<file path="config.mk">
export PLATFORM = sky130hd
export DESIGN_NAME = pipe_hazard_ctrl_flat
export DESIGN_NICKNAME = d
export VERILOG_FILES = /design/src/rtl/pipe_hazard_ctrl_if.sv /design/src/rtl/pipe_hazard_ctrl.sv /design/src/flat_wrapper.sv
export SDC_FILE = /design/constraint.sdc
export NUM_CORES = 1
export LEC_CHECK = 0
export BUFFER_PORTS_ARGS = -buffer_cell sky130_fd_sc_hd__buf_2
export CAP_MARGIN = 30
export CORE_ASPECT_RATIO = 1.75
export CORE_UTILIZATION = 40
export CTS_BUF_LIST = sky130_fd_sc_hd__clkbuf_4
export DETAILED_ROUTE_END_ITERATION = 10
export GPL_TIMING_DRIVEN = 1
export SYNTH_ARGS = -nofsm -noshare
export SYNTH_HDL_FRONTEND = slang
export SYNTH_SLANG_ARGS = --single-unit
</file>
<file path="constraint.sdc">
create_clock -name clk -period 2.4 [get_ports clk]
set_input_delay 0.48 -clock clk [delete_from_list [all_inputs] [get_ports clk]]
set_output_delay 0.48 -clock clk [all_outputs]
set_load 0.005 [all_outputs]
</file>
<file path="src/rtl/pipe_hazard_ctrl_if.sv">
// ---------------------------------------------------------------------------
// pipe_hazard_ctrl_if
//   Bundle between the RV32 pipeline/decoder (master) and the hazard and
//   forwarding controller (slave). The master supplies the ID-stage attributes
//   of the instruction currently in decode plus the EXE branch-taken flag.
//   The slave returns the stall/flush controls, the forwarding selects and the
//   register-file write port controls.
// ---------------------------------------------------------------------------
interface pipe_hazard_ctrl_if #(
    parameter int REG_AW = 5
);
    // ID-stage instruction attributes
    logic              id_valid;
    logic [REG_AW-1:0] id_rs1;
    logic [REG_AW-1:0] id_rs2;
    logic              id_use_rs1;
    logic              id_use_rs2;
    logic [REG_AW-1:0] id_rd;
    logic              id_wr_rd;
    logic              id_is_load;
    logic              id_is_mdu;
    logic              exe_jb;

    // Pipeline control returned by the controller
    logic              stall_if;
    logic              stall_id;
    logic              stall_exe;
    logic              flush_id;
    logic              flush_if;
    logic              id_rs1_fwd;
    logic              id_rs2_fwd;
    logic [1:0]        exe_rs1_sel;
    logic [1:0]        exe_rs2_sel;
    logic              wb_we;
    logic [REG_AW-1:0] wb_rd;

    modport master (
        output id_valid, id_rs1, id_rs2, id_use_rs1, id_use_rs2,
               id_rd, id_wr_rd, id_is_load, id_is_mdu, exe_jb,
        input  stall_if, stall_id, stall_exe, flush_id, flush_if,
               id_rs1_fwd, id_rs2_fwd, exe_rs1_sel, exe_rs2_sel,
               wb_we, wb_rd
    );

    modport slave (
        input  id_valid, id_rs1, id_rs2, id_use_rs1, id_use_rs2,
               id_rd, id_wr_rd, id_is_load, id_is_mdu, exe_jb,
        output stall_if, stall_id, stall_exe, flush_id, flush_if,
               id_rs1_fwd, id_rs2_fwd, exe_rs1_sel, exe_rs2_sel,
               wb_we, wb_rd
    );
endinterface

</file>
<file path="src/rtl/pipe_hazard_ctrl.sv">
// ---------------------------------------------------------------------------
// pipe_hazard_ctrl
//   Hazard / forwarding controller for the 5-stage RV32 pipeline.
//   A shadow copy of the EXE, MEM and WB stages (valid, rd, wr, load; EXE also
//   keeps its source indices and the MDU flag) is advanced in lock-step with
//   the real pipeline. From it the block derives:
//     - EXE operand forwarding selects (0 = WB, 1 = MEM, 2 = regfile)
//     - WB->ID bypass selects for the register-file read in decode
//     - load-use stalls (1 or 2 cycles, LOAD_LAT)
//     - taken branch/jump flushes
//     - multi-cycle MDU stalls through a small counter FSM (MDU_LAT)
//   Optional feature macro: HAZ_PERF_CNT_EN adds saturating stall/flush cycle
//   counters on ports perf_stall_cnt / perf_flush_cnt.
// ---------------------------------------------------------------------------
module pipe_hazard_ctrl #(
    parameter int REG_AW   = 5,
    parameter int LOAD_LAT = 1,
    parameter int MDU_LAT  = 4,
    parameter int CNT_W    = 32
) (
    input  logic              clk,
    input  logic              rst,
    pipe_hazard_ctrl_if.slave hz
`ifdef HAZ_PERF_CNT_EN
    ,
    output logic [CNT_W-1:0]  perf_stall_cnt,
    output logic [CNT_W-1:0]  perf_flush_cnt
`endif
);

    // Elaboration-time sanity of the configuration
    if (LOAD_LAT < 1 || LOAD_LAT > 2 || MDU_LAT < 0 || CNT_W < 1 || REG_AW < 1) begin : g_bad_param
        $error("pipe_hazard_ctrl: unsupported parameter set");
    end

    // MDU counter is wide enough to hold MDU_LAT-1
    localparam int CW = (MDU_LAT > 2) ? $clog2(MDU_LAT) : 1;
    localparam logic [CW-1:0] CNT_LOAD = CW'((MDU_LAT > 0) ? (MDU_LAT - 1) : 0);
    localparam logic          MDU_EN   = (MDU_LAT > 0);
    localparam logic          LOAD_2C  = (LOAD_LAT >= 2);

    localparam logic [1:0] SEL_WB  = 2'd0;
    localparam logic [1:0] SEL_MEM = 2'd1;
    localparam logic [1:0] SEL_RF  = 2'd2;

    // Shadow entry for MEM and WB
    typedef struct packed {
        logic              valid;
        logic [REG_AW-1:0] rd;
        logic              wr;
        logic              load;
    } stg_t;

    // Shadow entry for EXE: also tracks its sources and whether it is an MDU op
    typedef struct packed {
        logic              valid;
        logic [REG_AW-1:0] rd;
        logic              wr;
        logic              load;
        logic              mdu;
        logic [REG_AW-1:0] rs1;
        logic [REG_AW-1:0] rs2;
    } exe_t;

    typedef enum logic {
        MDU_IDLE = 1'b0,
        MDU_BUSY = 1'b1
    } mdu_state_t;

    exe_t       id_ent;
    exe_t       exe_q, exe_d;
    stg_t       mem_q, mem_d;
    stg_t       wb_q,  wb_d;

    mdu_state_t mdu_state_q;
    logic [CW-1:0] mdu_cnt_q;
    logic       busy_q;       // MDU op still occupying EXE: hold ID/EXE
    logic       mdu_start;

    logic       luse;
    logic       luse_exe;
    logic       luse_mem;
    logic       stall_c;
    logic       stall_exe_c;
    logic       flush_id_c;
    logic       flush_if_c;

    // Forwarding select for one EXE source; x0 is never forwarded and a load
    // in MEM has no data yet, so it only forwards from WB.
    function automatic logic [1:0] fwd_sel(input logic [REG_AW-1:0] rs,
                                           input stg_t m, input stg_t w);
        logic [1:0] sel;
        sel = SEL_RF;
        if (rs != '0) begin
            if (m.wr && !m.load && (m.rd == rs)) begin
                sel = SEL_MEM;
            end else if (w.wr && (w.rd == rs)) begin
                sel = SEL_WB;
            end
        end
        return sel;
    endfunction

    // True when the ID instruction reads the given destination register
    function automatic logic id_reads(input logic [REG_AW-1:0] rd,
                                      input logic u1, input logic [REG_AW-1:0] r1,
                                      input logic u2, input logic [REG_AW-1:0] r2);
        return (rd != '0) && ((u1 && (r1 == rd)) || (u2 && (r2 == rd)));
    endfunction

    // Capture the ID instruction as it would enter EXE (empty when ID is idle)
    always_comb begin
        id_ent = '0;
        if (hz.id_valid) begin
            id_ent.valid = 1'b1;
            id_ent.rd    = hz.id_rd;
            id_ent.wr    = hz.id_wr_rd;
            id_ent.load  = hz.id_is_load;
            id_ent.mdu   = hz.id_is_mdu;
            id_ent.rs1   = hz.id_rs1;
            id_ent.rs2   = hz.id_rs2;
        end
    end

    // Load-use detection against the load in EXE (and in MEM for 2-cycle loads)
    always_comb begin
        luse_exe = hz.id_valid && exe_q.load &&
                   id_reads(exe_q.rd, hz.id_use_rs1, hz.id_rs1, hz.id_use_rs2, hz.id_rs2);
        luse_mem = LOAD_2C && hz.id_valid && mem_q.load &&
                   id_reads(mem_q.rd, hz.id_use_rs1, hz.id_rs1, hz.id_use_rs2, hz.id_rs2);
        luse     = luse_exe || luse_mem;
    end

    // Stall/flush arbitration: reset, then MDU busy, then branch flush, then load-use
    always_comb begin
        stall_c     = 1'b0;
        stall_exe_c = 1'b0;
        flush_id_c  = 1'b0;
        flush_if_c  = 1'b0;
        if (!rst) begin
            if (busy_q) begin
                stall_c     = 1'b1;
                stall_exe_c = 1'b1;
            end else if (hz.exe_jb) begin
                flush_id_c  = 1'b1;
                flush_if_c  = 1'b1;
            end else if (luse) begin
                stall_c     = 1'b1;
                flush_id_c  = 1'b1;
            end
        end
    end

    // Drive the pipeline control, bypass selects and regfile write port
    always_comb begin
        hz.stall_if    = stall_c;
        hz.stall_id    = stall_c;
        hz.stall_exe   = stall_exe_c;
        hz.flush_id    = flush_id_c;
        hz.flush_if    = flush_if_c;
        hz.exe_rs1_sel = SEL_RF;
        hz.exe_rs2_sel = SEL_RF;
        hz.id_rs1_fwd  = 1'b0;
        hz.id_rs2_fwd  = 1'b0;
        hz.wb_we       = 1'b0;
        hz.wb_rd       = wb_q.rd;
        if (!rst) begin
            hz.exe_rs1_sel = fwd_sel(exe_q.rs1, mem_q, wb_q);
            hz.exe_rs2_sel = fwd_sel(exe_q.rs2, mem_q, wb_q);
            hz.id_rs1_fwd  = hz.id_use_rs1 && wb_q.wr && (wb_q.rd == hz.id_rs1) && (hz.id_rs1 != '0);
            hz.id_rs2_fwd  = hz.id_use_rs2 && wb_q.wr && (wb_q.rd == hz.id_rs2) && (hz.id_rs2 != '0);
            hz.wb_we       = wb_q.valid && wb_q.wr && (wb_q.rd != '0);
        end
    end

    // Next shadow contents: EXE holds while the MDU is busy and MEM takes bubbles
    always_comb begin
        if (busy_q) begin
            exe_d = exe_q;
        end else if (flush_id_c) begin
            exe_d = '0;
        end else begin
            exe_d = id_ent;
        end

        if (busy_q) begin
            mem_d = '0;
        end else begin
            mem_d.valid = exe_q.valid;
            mem_d.rd    = exe_q.rd;
            mem_d.wr    = exe_q.wr;
            mem_d.load  = exe_q.load;
        end

        wb_d = mem_q;

        // MDU op is starting the cycle it is written into the EXE shadow
        mdu_start = MDU_EN && !busy_q && exe_d.valid && exe_d.mdu;
    end

    // Shadow pipeline registers
    always_ff @(posedge clk) begin
        if (rst) begin
            exe_q <= '0;
            mem_q <= '0;
            wb_q  <= '0;
        end else begin
            exe_q <= exe_d;
            mem_q <= mem_d;
            wb_q  <= wb_d;
        end
    end

    // MDU occupancy FSM: counts MDU_LAT-1 down to 0 while the op sits in EXE;
    // busy_q is the registered stall and drops on the cycle the count hits 0
    always_ff @(posedge clk) begin
        if (rst) begin
            mdu_state_q <= MDU_IDLE;
            mdu_cnt_q   <= '0;
            busy_q      <= 1'b0;
        end else begin
            case (mdu_state_q)
                MDU_BUSY: begin
                    if (mdu_cnt_q != '0) begin
                        mdu_cnt_q <= mdu_cnt_q - 1'b1;
                        busy_q    <= (mdu_cnt_q != CW'(1));
                    end else if (mdu_start) begin
                        // back-to-back MDU op follows the finishing one into EXE
                        mdu_cnt_q <= CNT_LOAD;
                        busy_q    <= (CNT_LOAD != '0);
                    end else begin
                        mdu_state_q <= MDU_IDLE;
                        busy_q      <= 1'b0;
                    end
                end
                default: begin
                    if (mdu_start) begin
                        mdu_state_q <= MDU_BUSY;
                        mdu_cnt_q   <= CNT_LOAD;
                        busy_q      <= (CNT_LOAD != '0);
                    end else begin
                        mdu_cnt_q <= '0;
                        busy_q    <= 1'b0;
                    end
                end
            endcase
        end
    end

`ifdef HAZ_PERF_CNT_EN
    logic [CNT_W-1:0] perf_stall_q;
    logic [CNT_W-1:0] perf_flush_q;

    // Saturating counters of stalled and flushed cycles
    always_ff @(posedge clk) begin
        if (rst) begin
            perf_stall_q <= '0;
            perf_flush_q <= '0;
        end else begin
            if (stall_c && !(&perf_stall_q)) begin
                perf_stall_q <= perf_stall_q + 1'b1;
            end
            if (flush_if_c && !(&perf_flush_q)) begin
                perf_flush_q <= perf_flush_q + 1'b1;
            end
        end
    end

    assign perf_stall_cnt = perf_stall_q;
    assign perf_flush_cnt = perf_flush_q;
`endif

endmodule

</file>
<file path="src/flat_wrapper.sv">
// flat-port wrapper written by rule: the top's interface ports become plain ports
module pipe_hazard_ctrl_flat 
#(
    parameter int REG_AW   = 5,
    parameter int LOAD_LAT = 1,
    parameter int MDU_LAT  = 4,
    parameter int CNT_W    = 32
)
  (clk, rst, hz_id_valid, hz_id_rs1, hz_id_rs2, hz_id_use_rs1, hz_id_use_rs2, hz_id_rd, hz_id_wr_rd, hz_id_is_load, hz_id_is_mdu, hz_exe_jb, hz_stall_if, hz_stall_id, hz_stall_exe, hz_flush_id, hz_flush_if, hz_id_rs1_fwd, hz_id_rs2_fwd, hz_exe_rs1_sel, hz_exe_rs2_sel, hz_wb_we, hz_wb_rd);
  pipe_hazard_ctrl_if #(.REG_AW(REG_AW)) hz_i ();
  input  logic clk;
  input  logic rst;
  input wire logic [$bits(hz_i.id_valid)-1:0] hz_id_valid;
  input wire logic [$bits(hz_i.id_rs1)-1:0] hz_id_rs1;
  input wire logic [$bits(hz_i.id_rs2)-1:0] hz_id_rs2;
  input wire logic [$bits(hz_i.id_use_rs1)-1:0] hz_id_use_rs1;
  input wire logic [$bits(hz_i.id_use_rs2)-1:0] hz_id_use_rs2;
  input wire logic [$bits(hz_i.id_rd)-1:0] hz_id_rd;
  input wire logic [$bits(hz_i.id_wr_rd)-1:0] hz_id_wr_rd;
  input wire logic [$bits(hz_i.id_is_load)-1:0] hz_id_is_load;
  input wire logic [$bits(hz_i.id_is_mdu)-1:0] hz_id_is_mdu;
  input wire logic [$bits(hz_i.exe_jb)-1:0] hz_exe_jb;
  output wire logic [$bits(hz_i.stall_if)-1:0] hz_stall_if;
  output wire logic [$bits(hz_i.stall_id)-1:0] hz_stall_id;
  output wire logic [$bits(hz_i.stall_exe)-1:0] hz_stall_exe;
  output wire logic [$bits(hz_i.flush_id)-1:0] hz_flush_id;
  output wire logic [$bits(hz_i.flush_if)-1:0] hz_flush_if;
  output wire logic [$bits(hz_i.id_rs1_fwd)-1:0] hz_id_rs1_fwd;
  output wire logic [$bits(hz_i.id_rs2_fwd)-1:0] hz_id_rs2_fwd;
  output wire logic [$bits(hz_i.exe_rs1_sel)-1:0] hz_exe_rs1_sel;
  output wire logic [$bits(hz_i.exe_rs2_sel)-1:0] hz_exe_rs2_sel;
  output wire logic [$bits(hz_i.wb_we)-1:0] hz_wb_we;
  output wire logic [$bits(hz_i.wb_rd)-1:0] hz_wb_rd;
  assign hz_i.id_valid = hz_id_valid;
  assign hz_i.id_rs1 = hz_id_rs1;
  assign hz_i.id_rs2 = hz_id_rs2;
  assign hz_i.id_use_rs1 = hz_id_use_rs1;
  assign hz_i.id_use_rs2 = hz_id_use_rs2;
  assign hz_i.id_rd = hz_id_rd;
  assign hz_i.id_wr_rd = hz_id_wr_rd;
  assign hz_i.id_is_load = hz_id_is_load;
  assign hz_i.id_is_mdu = hz_id_is_mdu;
  assign hz_i.exe_jb = hz_exe_jb;
  assign hz_stall_if = hz_i.stall_if;
  assign hz_stall_id = hz_i.stall_id;
  assign hz_stall_exe = hz_i.stall_exe;
  assign hz_flush_id = hz_i.flush_id;
  assign hz_flush_if = hz_i.flush_if;
  assign hz_id_rs1_fwd = hz_i.id_rs1_fwd;
  assign hz_id_rs2_fwd = hz_i.id_rs2_fwd;
  assign hz_exe_rs1_sel = hz_i.exe_rs1_sel;
  assign hz_exe_rs2_sel = hz_i.exe_rs2_sel;
  assign hz_wb_we = hz_i.wb_we;
  assign hz_wb_rd = hz_i.wb_rd;
  pipe_hazard_ctrl #(.REG_AW(REG_AW), .LOAD_LAT(LOAD_LAT), .MDU_LAT(MDU_LAT), .CNT_W(CNT_W)) u_core (.clk(clk), .rst(rst), .hz(hz_i));
endmodule
</file>
# --- Word-level counts from Yosys, hierarchy flattened ---
# Cells that the tools add are included.
classes:
  addsub: 1
  n_eq_ne: 10
  mux: 35
  n_reduce_logical: 31
ops:
  columns: ["op", "n"]
  rows:
  - ["$mux W19", 3]
  - ["$eq A5 B5 Y1", 8]
  - ["$reduce_bool A5 Y1", 6]
  - ["$mux W2", 12]
  - ["$logic_and A1 B1 Y1", 20]
  - ["$mux W1", 20]
  - ["$ne A3 B3 Y1 const B", 1]
  - ["$logic_not A1 Y1", 2]
  - ["$ne A2 B1 Y1 const B", 1]
  - ["$reduce_bool A2 Y1", 1]
  - ["$reduce_or A2 Y1", 1]
  - ["$sub A2 B1 Y2 const B", 1]
  - ["$logic_or A1 B1 Y1", 1]
totals:
  reg_bits: 38
  input_bits: 24
  out_inout_bits: 17
  wordCells: 94

# --- Logic depth before layout (Yosys ltp) ---
# Gate-level depths: netlist (run 1).
logic_depth:
  word_depth: 16
  mapped_depth: 7
  ltp_nobuf: 6

# --- Worst setup path after synthesis (run 1) ---
# No wires, ideal clock.
synth_path:
  path_kind: "register to output"
  startpoint: "register u_core.exe_q[17] (netlist bit)"
  endpoint: "output hz_stall_if"
  arrival_ns: 1.471
  required_ns: 1.920
  path_slack_ns: 0.449
  path_stages_with_launch: 6
  n_path_buf: 1
  path_cell_list: "dfxtp_1 -> or3_1 -> o311a_1 -> and2_4 -> a21o_2 -> buf_4"
synth_via:
  elab_chain_cells: 9
  elab_cells_between_ends: 12
  cone_classes: "2 x eq/ne; 4 x mux; 6 x reduce/logical"
synth_lines:
  columns: ["element", "line", "text"]
  rows:
  - ["from (decl)", "pipe_hazard_ctrl.sv:71", "exe_t exe_q, exe_d;"]
  - ["from (signal assigned)", "pipe_hazard_ctrl.sv:204", "exe_q <= '0;"]
  - ["from (signal assigned)", "pipe_hazard_ctrl.sv:208", "exe_q <= exe_d;"]
  - ["$eq A5 B5 Y1", "pipe_hazard_ctrl.sv:108", "return (rd != '0) && ((u1 && (r1 == rd)) || (u2 && (r2 == rd)));"]
  - ["$logic_and A1 B1 Y1", "pipe_hazard_ctrl.sv:108", null]
  - ["$logic_or A1 B1 Y1", "pipe_hazard_ctrl.sv:108", null]
  - ["$logic_and A1 B1 Y1 (*)", "pipe_hazard_ctrl.sv:108", null]
  - ["$logic_and A1 B1 Y1 (*)", "pipe_hazard_ctrl.sv:127", "luse_exe = hz.id_valid && exe_q.load &&"]
  - ["$mux W1 (*)", "pipe_hazard_ctrl.sv:147", "end else if (luse) begin"]
  - ["$mux W1 (*)", "pipe_hazard_ctrl.sv:144", "end else if (hz.exe_jb) begin"]
  - ["$mux W1 (*)", "pipe_hazard_ctrl.sv:141", "if (busy_q) begin"]
  - ["$mux W1 (*)", "pipe_hazard_ctrl.sv:140", "if (!rst) begin"]
  - ["to (decl)", "flat_wrapper.sv:23", "output wire logic [$bits(hz_i.stall_if)-1:0] hz_stall_if;"]
# Mark *: on every way between the ends. The rest lies on a longest branch, timed or not.

# --- Worst setup path after layout (run 1) ---
# Same ends and word-level chain as after synthesis.

==> run_results.csv, run 1 <==
group,metric,value,unit
drt,drt-pass1-iter-count,4,
placed_design,post-place-cells,274,
sta,fmaxAchievable,425.6,MHz
drt,drc,0,
floorplan,start_util,42.08,%
global_route,grt_usage,21.04,%
critical_path,cp_max_fo,3,
logic_synthesis,synth_area,1887,sq um
critical_path,reg2reg_depth,6,
clock_tree,cts.sinks,37,
sta,tns,0,ns
sta,finalSetupViolCount,0,
hold_path,hp-class,"primary input to flop",
sta,fin_skew,0.006436,ns
clock_tree,cts_hold_buf,0,
critical_path,critPathMaxStageDelay,0.37,ns
logic_synthesis,synth_fa_ha_area_share,1.326,%
global_route,grt_overflow_total,0,
logic_synthesis,synth_edf_count,0,
global_route,antenna_found_initial,0,
drt,routed.top_layer,"met4",
logic_synthesis,synth_xor_area_share,17.64,%
placed_design,gp_congestion,0.7594,
logic_synthesis,ys_seq_area_share,39.26,%
finish,fillers,467,
logic_synthesis,synth-seq-cells,37,
sta,slew_viol_final,0,
floorplan,coreArea,4484,sq um
global_route,grt_pass1_wl,7.465,mm
logic_synthesis,ys_async_sr_fraction,0,%
drt,met2_length,2.588,mm
drt,avgRoutedWirePerCell,16.11,microns
logic_synthesis,synth.area.mux_share,0.5305,%
critical_path,critPathLaunchType,"flop",
finish,nets,258,
run,max-cap-violations,0,
clock_tree,cts_buffer_depth,2,
sta,rsz0062_at_grt,"yes",
power,vdd_drop_max,0.0003566,V
critical_path,crit_arrival,1.87,ns
finish,diodes,0,
critical_path,worst-path-stages,5,
finish,layout-drive-gt1-share,35.19,%
floorplan,die_h,92.86,microns
clock_tree,cts_tree,"yes",
drt,via_per_inst,5.299,
critical_path,path_cells,"or3_1 -> o311a_1 -> and2_4 -> a21o_2 -> buf_2",
floorplan,die_w,53.92,microns
logic_synthesis,post_synth.cell_area_avg,9.776,sq um
logic_synthesis,synth_top_family_by_area,"simple AND/OR/NAND/NOR gates",
finish,finalNonFillerCells,284,
sta,period_share,97.91,%
floorplan,row_count,32,
clock_tree,cts_made_buffers,5,
clock_tree,ctsRootBufferMaster,"clkbuf_4",
drt,drt_iter0_drc,33,
logic_synthesis,synth_fp_nets,219,
clock_tree,htree_levels,2,
critical_path,path_buf_inv,1,
logic_synthesis,synth-compound-area-share,14.59,%
logic_synthesis,yosys.cell_types.count,37,
run_status,status,"completed",
power,p_leak,1.038,nW
finish,area_growth,18.04,%
drt,met1Wirelength,1.728,mm
global_route,grt_pass1_vias,1510,
logic_synthesis,yosysWarnings,0,
critical_path,cp_top_family,"simple AND/OR/NAND/NOR gates",
finish,ff_latch_area,748.2,sq um
finish,multi_input_comb_area,1033,sq um
placed_design,place_ws,0.3382,ns
clock_tree,insertion_delay,0.34,ns
placed_design,dpl.hpwl,3.559,mm
critical_path,endpoint_kind,"output port",
hold_path,hold_depth,2,
sta,fin_crit,2.350,ns
critical_path,crit_path_top_delay_cell,"dfxtp_4",
logic_synthesis,synthCells,193,
drt,wl,4.575,mm
sta,slew_headroom,73.83,%
logic_synthesis,ys.flop_type,"dfxtp_1",
placed_design,port_buffers,40,
floorplan,ios,41,
clock_tree,clkTransAtPathRegs,0.11,ns
floorplan,dieArea,5006,sq um
power,power_density,596.1,nW/um^2
drt,vias,1505,
critical_path,critical_path_class,"flop to output port",
logic_synthesis,synthSimpleGateAreaFrac,19.69,%
sta,max_slew.worst_pin.slew,0.3920,ns
drt,final_antenna_net_count,0,
sta,timing.final.hold_violations,0,
drt,wl_met3,151,microns
sta,setup_ws,0.05021,ns
global_route,grt_max_degree,13,
critical_path,worstPathRequired,1.92,ns
## placed cells by master (no fill, tap or decap), drive strengths merged, types with 3 or more instances in the layout
cell type and instances:
nor2 9, nand3 4, clkbuf 5, nor4 8, nor3 6, nor2b 9, xor2 18, inv 3
xnor2 20, a22o 17, nand2 5, dfxtp 37, buf 49, a21oi 6, and2 11
## worst register-to-register path, cell delays in order (launching register included)
cell     delay (ns)
dfxtp_4        0.37
or3_1          0.36
o311a_1        0.31
and2_4         0.18
nor4_4         0.24
buf_4          0.22
a22o_2         0.14
## final cells by class
cell class / instances / area share [%]
clock buffer: 5 / 1.685
tap: 51 / 2.865
clock inverter: 3 / 2.921
timing repair buffer: 49 / 12.02
sequential: 37 / 33.60
multi-input combinational: 136 / 46.40
inverter: 3 / 0.5056
## power by group
part	leakage (nW)	total (W)	switching (W)	internal [W]
clock	0.0552	0.000533	0.000211	0.000322
combinational	0.681	0.000145	0.0000706	0.0000745
sequential	0.302	0.000649	0.0000200	0.000629
total	1.04	0.00133	0.000301	0.00103
## final timing paths
check	startpoint	slack, ns	endpoint
max	u_core.exe_q[17]	0.05	hz_stall_if
min	hz_id_is_load	0.35	u_core.exe_q[11]
max reg2reg	u_core.exe_q[17]	0.52	u_core.exe_q[13]
min reg2reg	u_core.mem_q[7]	0.47	u_core.wb_q[7]
## timing repair
action / 4_1_cts / 5_1_grt
gates resized for setup: 1 / 7
setup endpoints to repair: 2 / 6
pin swaps: 0 / 2
setup buffers: 0 / 2
## registers in the layout, summed over array words and instances (netlist names)
signal / flops
u_core.mem_q: 8
u_core.wb_q: 2
u_core.mdu_cnt_q: 2
u_core.busy_q: 1
u_core.hz.wb_rd: 5
u_core.mdu_state_q: 1
u_core.exe_q: 18
## synthesized netlist by cell type (7+ instances only)
cell type / n / area (sq um)
a22o_1: 7 / 61.31
a22o_2: 10 / 100.1
and2_1: 9 / 56.30
clkbuf_1: 7 / 26.28
dfxtp_1: 37 / 740.7
nor2_1: 9 / 33.78
nor2b_1: 9 / 56.30
nor4_1: 7 / 43.79
xnor2_1: 20 / 175.2
xor2_1: 18 / 157.7
## logic make-up after synthesis
| logic type | count (synthesis) |
|---|---|
| mux | 1 |
| simple gates | 62 |
| xor+xnor | 38 |
| fa+ha+maj | 2 |
| buf+inv | 20 |
| compound gates | 33 |
| flops | 37 |
## metrics by stage
step | util (%) | hold slack, ns | area [sq um] | power [W]
6_report | 49.67 | 0.3466 | 2227 | 0.001328
3_3_place_gp | 46.46 | 0.4505 | 2083 | 0.0008040
4_1_cts | 48.77 | 0.3335 | 2187 | 0.001338
3_5_place_dp | 46.46 | 0.4476 | 2083 | 0.0008053
2_1_floorplan | - | 0.4138 | 1887 | 0.0007482
5_1_grt | 49.67 | 0.3348 | 2227 | 0.001381
## per-layer routing
metal / vias to the layer above / track usage, %
met5: - / 0
met4: 0 / 9.649
met2: 39 / 38.07
met3: 9 / 3.777
li1: 742 / -
met1: 715 / 21.86
No activity file was read; power rests on OpenSTA's default activity.
==> run 2, diff against run 1 <==
--- a/config.mk
+++ b/config.mk
@@ -9,7 +9,7 @@
 export CAP_MARGIN = 30
 export CORE_ASPECT_RATIO = 1.75
 export CORE_UTILIZATION = 40
-export CTS_BUF_LIST = sky130_fd_sc_hd__clkbuf_4
+export CTS_BUF_LIST = sky130_fd_sc_hd__clkbuf_2
 export DETAILED_ROUTE_END_ITERATION = 10
 export GPL_TIMING_DRIVEN = 1
 export SYNTH_ARGS = -nofsm -noshare
==> run 2 against run 1 <==
  * Final cell count is 0.35% higher
  * Clock skew is 0.0016 ns higher
  * Setup slack worse by 0.038 ns
  * Clock power is 8.8% lower
  * Sequential share of layout area hardly changed
  * Hold slack worse by 0.042 ns
  * Die area stayed put
  * Sequential power hardly changed
  * Critical path depth stayed put
  * Non-clock buffer count is 1 higher
  * Critical path type unchanged
  * Largest power group unchanged
  * Highest routed layer unchanged
==> run_results.csv, run 2 (same netlist as run 1, synthesis figures left out) <==
group,metric,value,unit
run_status,status,"completed",
finish,ff_latch_area,757.0,sq um
global_route,grt_max_degree,13,
clock_tree,cts_hold_buf,0,
sta,slew_headroom,73.09,%
critical_path,path_buf_inv,1,
critical_path,critical_path_class,"flop to output port",
finish,area_growth,19.56,%
drt,wl,4.558,mm
power,power_density,568.9,nW/um^2
power,p_seq_share,50.6,%
clock_tree,insertion_delay,0.38,ns
drt,final_antenna_net_count,0,
sta,fin_skew,0.008011,ns
drt,drt-pass1-iter-count,6,
floorplan,die_h,92.86,microns
power,p_leak,1.046,nW
critical_path,crit_arrival,1.91,ns
floorplan,die_w,53.92,microns
placed_design,place_ws,0.3382,ns
power,power,0.001283,W
critical_path,ff2ff_setup_slack,0.40,ns
drt,via_per_inst,5.302,
sta,finalSetupViolCount,0,
clock_tree,cts_buffer_depth,2,
placed_design,dpl.hpwl,3.559,mm
clock_tree,ctsRootBufferMaster,"clkbuf_2",
floorplan,row_count,32,
finish,layout-drive-gt1-share,38.03,%
sta,setup_ws,0.01197,ns
global_route,grt_overflow_total,0,
clock_tree,htree_levels,2,
floorplan,ios,41,
global_route,grt_pass1_vias,1507,
placed_design,gp_congestion,0.7594,
power,p_comb_share,11.5,%
finish,layout_commonest_cell,"buf_2",
critical_path,cp_max_fo,3,
placed_design,dpl_cell_area,2083,sq um
clock_tree,clkTransAtPathRegs,0.18,ns
critical_path,worstPathRequired,1.92,ns
global_route,grt_pass1_wl,7.458,mm
clock_tree,cts_made_buffers,5,
critical_path,critPathMaxStageDelay,0.38,ns
power,vdd_drop_max,0.0003566,V
critical_path,endpoint_kind,"output port",
finish,multi_input_comb_area,1046,sq um
power,clock_power_share,37.9,%
critical_path,worst-path-stages,5,
power,internal_power,0.0009855,W
critical_path,path_cells,"or3_1 -> o311a_1 -> and2_4 -> a21o_4 -> buf_6",
critical_path,crit_path_top_delay_cell,"dfxtp_4",
sta,fmaxAchievable,418.8,MHz
sta,timing.final.hold_violations,0,
finish,largest-register,"u_core.exe_q",
floorplan,start_util,42.08,%
finish,final_cell_mix,"buf_2 (38), dfxtp_1 (28), xnor2_1 (20)",
placed_design,port_buffers,40,
critical_path,timing.rr.start,"u_core.exe_q[17]",
global_route,grt_usage,20.95,%
critical_path,reg2reg_to,"u_core.exe_q[13]",
drt,vias,1511,
run,max-cap-violations,0,
power,power.switching,0.0002980,W
critical_path,cp_top_family,"simple AND/OR/NAND/NOR gates",
floorplan,dieArea,5006,sq um
sta,max_slew.worst_pin.slew,0.4031,ns
drt,avgRoutedWirePerCell,15.99,microns
sta,slew_viol_final,0,
finish,diodes,0,
global_route,antenna_found_initial,0,
clock_tree,cts_tree,"yes",
floorplan,coreArea,4484,sq um
critical_path,critPathLaunchType,"flop",
critical_path,critPathLaunch,"u_core.exe_q[17]",
finish,post-route-util,50.31,%
sta,fin_crit,2.388,ns
sta,rsz0062_at_grt,"yes",
finish,fillers,457,
hold_path,hp-class,"primary input to flop",
finish,nets,259,
finish,design_area,2256,sq um
hold_path,hold_depth,2,
drt,drt_iter0_drc,20,
sta,period_share,99.50,%
drt,drc,0,
critical_path,reg2reg_depth,7,
hold_path,whs_endpoint,"u_core.exe_q[11]",
power,switching_share,23.22,%
hold_path,worstHoldStart,"hz_id_is_load",
clock_tree,cts.sinks,37,
finish,largest_register_ffs,18,
[run 2: cell count changes in the layout (fill, tap and decap cells not counted), moves of 2 or more]
cell      previous run  this run
dfxtp_1             33        28
clkbuf_2             0         5
buf_6                0         2
buf_2               40        38
clkbuf_4             5         0
dfxtp_2              3         7
[run 2: worst max-delay path by stage]
stage,endpoint,slack [ns]
floorplan,hz_stall_if,0.45
global placement,hz_exe_rs1_sel[1],0.34
detailed placement,hz_exe_rs1_sel[1],0.34
CTS,hz_stall_if,-0.009
global route,hz_stall_if,-0.04
finish,hz_stall_if,0.01
[run 2: worst register-to-register path, cell delays in order (launching register included)]
cell     delay, ns
dfxtp_4       0.38
or3_1         0.36
o311a_1       0.31
and2_4        0.17
buf_4         0.13
nor4_4        0.24
buf_4         0.22
a22o_2        0.14
[run 2: timing repair]
item                       4_1_cts  5_1_grt
buffers inserted                 2        1
setup endpoints to repair        3        7
gates resized for setup          3       15
pin swaps                        0        1
gates cloned                     0        0
[run 2: power groups by stage]
stage                     Sequential, W  Clock, W  Combinational (W)
after floorplan                0.000656         0          0.0000922
after global placement         0.000665         0           0.000139
after detailed placement       0.000664         0           0.000141
after CTS                      0.000651  0.000498           0.000143
after global routing           0.000653  0.000522           0.000165
final                          0.000650  0.000486           0.000148
[run 2: layout make-up]
type                    count  area share [%]
flip-flops and latches     37           33.56
inverters                   3          0.4992
repair buffers             50           12.76
clock inverters             3           2.884
well taps                  51           2.829
multi-input cells         136           46.37
clock buffers               5           1.109
[run 2: metrics by stage]
step	cells	setup TNS, ns	hold slack [ns]
6_report	285	0	0.3042
5_1_grt	285	-0.1431	0.2791
4_1_cts	284	-0.01728	0.2838
3_5_place_dp	274	0	0.4476
3_3_place_gp	274	0	0.4505
2_1_floorplan	193	0	0.4138
[run 2: routing by layer]
layer	part of all wire [%]	vias to the layer above	wire, microns	GRT usage, %
met5	0	-	0	0
met4	2.6	0	117	9.211
met3	3.1	10	143	3.120
met2	58	35	2621	38.37
met1	37	722	1675	21.86
li1	-	744	-	-
==> run 3, diff against run 2 <==
--- a/config.mk
+++ b/config.mk
@@ -5,6 +5,7 @@
 export SDC_FILE = /design/constraint.sdc
 export NUM_CORES = 1
 export LEC_CHECK = 0
+export ABC_AREA = 1
 export BUFFER_PORTS_ARGS = -buffer_cell sky130_fd_sc_hd__buf_2
 export CAP_MARGIN = 30
 export CORE_ASPECT_RATIO = 1.75
==> run 3 against run 2 <==
  * Critical path depth unchanged
  * Clock-buffer cell count unchanged
  * Combinational power up 21%
  * Global-route usage up 0.30 points
  * Clock power down 20%
  * Largest power group unchanged
  * Highest routed layer unchanged
==> run_results.csv, run 3 <==
group,metric,value,unit
drt,via_per_inst,5.202,
sta,whs,0.2916,ns
finish,largest-register,"u_core.exe_q",
logic_synthesis,synthCells,278,
finish,finalNonFillerCells,372,
drt,drt-pass1-iter-count,4,
floorplan,ios,41,
drt,avgRoutedWirePerCell,14.50,microns
critical_path,cp_max_fo,6,
logic_synthesis,synth_area_leader_cell,"dfxtp_1",
logic_synthesis,synth-seq-cells,37,
placed_design,post-place-cells,364,
sta,slew_viol_final,0,
sta,fin_crit,2.280,ns
floorplan,coreArea,4935,sq um
clock_tree,clkTransAtPathRegs,0.21,ns
critical_path,crit_arrival,1.80,ns
logic_synthesis,synthTopCellsByCount,"nand2_1 (47), inv_1 (46), dfxtp_1 (37)",
critical_path,path_cells,"inv_1 -> a21oi_1 -> o2111ai_1 -> nor4_1 -> buf_2",
critical_path,reg2reg_depth,9,
logic_synthesis,synth_edf_count,0,
clock_tree,insertion_delay,0.40,ns
placed_design,gp_congestion,0.9588,
finish,final_cell_mix,"nand2_1 (47), inv_1 (45), buf_2 (40)",
sta,fin_skew,0.02452,ns
floorplan,dieArea,5377,sq um
sta,max_slew.worst_pin.slew,0.4022,ns
clock_tree,post-cts-setup-buffers,0,
finish,layout-drive-gt1-share,27.67,%
finish,largest_register_ffs,18,
floorplan,row_count,34,
critical_path,crit_path_top_delay_cell,"dfxtp_1",
placed_design,place_ws,0.2235,ns
critical_path,ff2ff_setup_slack,0.81,ns
sta,timing.final.hold_violations,0,
clock_tree,cts_buffer_depth,2,
placed_design,port_buffers,40,
sta,setup_ws,0.1202,ns
sta,fmaxAchievable,438.6,MHz
floorplan,die_h,96.26,microns
logic_synthesis,yosysMostFrequentCell,"nand2_1",
floorplan,die_w,55.86,microns
logic_synthesis,yosysWarnings,0,
critical_path,critPathLaunchType,"flop",
logic_synthesis,synth_fp_nets,304,
global_route,grt_usage,21.25,%
hold_path,hold_depth,3,
run,max-cap-violations,0,
critical_path,reg2reg_to,"u_core.exe_q[9]",
logic_synthesis,post_synth.cell_area_avg,7.305,sq um
critical_path,crit_end,"hz_id_rs2_fwd",
logic_synthesis,ys_async_sr_fraction,0,%
clock_tree,htree_levels,2,
critical_path,timing.rr.start,"u_core.exe_q[14]",
run_status,status,"completed",
logic_synthesis,synth_area,2031,sq um
power,vdd_drop_max,0.0003879,V
drt,drt_iter0_drc,56,
drt,final_antenna_net_count,0,
critical_path,worstPathRequired,1.92,ns
finish,area_growth,14.42,%
finish,diodes,0,
clock_tree,ctsRootBufferMaster,"clkbuf_2",
logic_synthesis,ys_seq_area_share,36.48,%
sta,finalSetupViolCount,0,
logic_synthesis,ys.flop_type,"dfxtp_1",
finish,design_area,2323,sq um
floorplan,start_util,41.15,%
clock_tree,cts_tree,"yes",
finish,fillers,516,
drt,vias,1935,
critical_path,critPathLaunch,"u_core.hz.wb_rd[4]",
hold_path,hp-class,"primary input to flop",
clock_tree,cts.sinks,37,
placed_design,dpl.hpwl,4.254,mm
finish,layout_commonest_cell,"nand2_1",
global_route,grt_max_degree,19,
critical_path,endpoint_kind,"output port",
placed_design,dpl_cell_area,2240,sq um
finish,nets,343,
logic_synthesis,yosys.cell_types.count,33,
logic_synthesis,synth_top_area_share,36.48,%
sta,slew_headroom,72.84,%
drt,drc,0,
finish,ff_latch_area,748.2,sq um
finish,multi_input_comb_area,1001,sq um
global_route,grt_overflow_total,0,
drt,wl,5.393,mm
global_route,grt_pass1_wl,8.714,mm
clock_tree,cts_made_buffers,5,
sta,period_share,94.99,%
critical_path,critical_path_class,"flop to output port",
sta,tns,0,ns
power,power_density,528.4,nW/um^2
sta,rsz0062_at_grt,"yes",
global_route,antenna_found_initial,0,
critical_path,critPathMaxStageDelay,0.55,ns
global_route,grt_pass1_vias,1882,
logic_synthesis,yosys-top-cells-area,"dfxtp_1 (36%), nand2_1 (8.7%), inv_1 (8.5%), nor2_1 (6.5%), o22ai_2 (5.5%)",
power,p_leak,1.129,nW
-- run 3: changes by cell type after synthesis, sizes merged, moves of 9 or more --
| cell | delta |
|---|---|
| a22o | -17 |
| o22ai | +17 |
| xnor2 | -16 |
| inv | +54 |
| nand2 | +44 |
| and2 | -11 |
| nor2 | +28 |
| nor2b | -9 |
-- run 3: final cells by class --
| cell class | count | area share (%) |
|---|---|---|
| repair buffers | 43 | 9.585 |
| clock buffers | 5 | 1.077 |
| clock inverters | 3 | 1.777 |
| inverters | 58 | 9.370 |
| multi-input cells | 172 | 43.08 |
| flip-flops and latches | 37 | 32.20 |
| well taps | 54 | 2.908 |
-- run 3: timing repair --
| item | CTS | global route |
|---|---|---|
| gates resized for setup | 0 | 10 |
| setup endpoints to repair | 0 | 3 |
| hold buffers | 0 | 0 |
-- run 3: worst max-delay path: cells and delay by family (launching register included) --
family / cells / cell delay, ns
buffers and inverters: 2 / 0.30
AND/OR/NAND/NOR: 1 / 0.23
AO/OA/AOI/OAI: 2 / 0.31
flip-flops: 1 / 0.55
-- run 3: cells by family (layout without fill, tap and decap cells) --
| group | Yosys count | after routing | share of synthesized area, % |
|---|---|---|---|
| buffers and inverters | 69 | 109 | 14.73 |
| xor gates and xnor gates | 15 | 15 | 6.469 |
| adders and majority gates | 2 | 2 | 1.232 |
| AOI/OAI and AO/OA | 42 | 42 | 15.40 |
| DFF | 37 | 37 | 36.48 |
| and+or+nand+nor | 113 | 113 | 25.69 |
-- run 3: metrics by stage --
| stage | power [W] | utilization [%] |
|---|---|---|
| 2_1_floorplan | 0.0007878 | - |
| 3_3_place_gp | 0.0008506 | 45.39 |
| 3_5_place_dp | 0.0008507 | 45.39 |
| 4_1_cts | 0.001234 | 46.73 |
| 5_1_grt | 0.001284 | 47.08 |
| 6_report | 0.001228 | 47.08 |
-- run 3: worst min path at each step --
| stage | slack, ns | start | to |
|---|---|---|---|
| final | 0.29 | hz_id_wr_rd | u_core.exe_q[12] |
| after global routing | 0.29 | hz_id_wr_rd | u_core.exe_q[12] |
| after CTS | 0.27 | hz_id_wr_rd | u_core.exe_q[12] |
| after detailed placement | 0.40 | u_core.mem_q[7] | u_core.wb_q[7] |
| after global placement | 0.39 | u_core.mem_q[7] | u_core.wb_q[7] |
| after floorplan | 0.39 | u_core.mem_q[7] | u_core.wb_q[7] |
-- run 3: where the power goes --
part           switching [W]  internal (W)  leakage [nW]  total, W
clock network       0.000216      0.000173        0.0366  0.000388
registers          0.0000226      0.000638         0.304  0.000661
logic               0.000109     0.0000695         0.788  0.000179
-- run 3: metal layers --
metal | up-vias | track usage (%) | part of all wire, %
li1 | 967 | - | -
met2 | 65 | 40.66 | 53
met3 | 20 | 3.360 | 4.7
met4 | 0 | 13.01 | 4.7
met5 | - | 0 | 0
met1 | 883 | 21.33 | 37
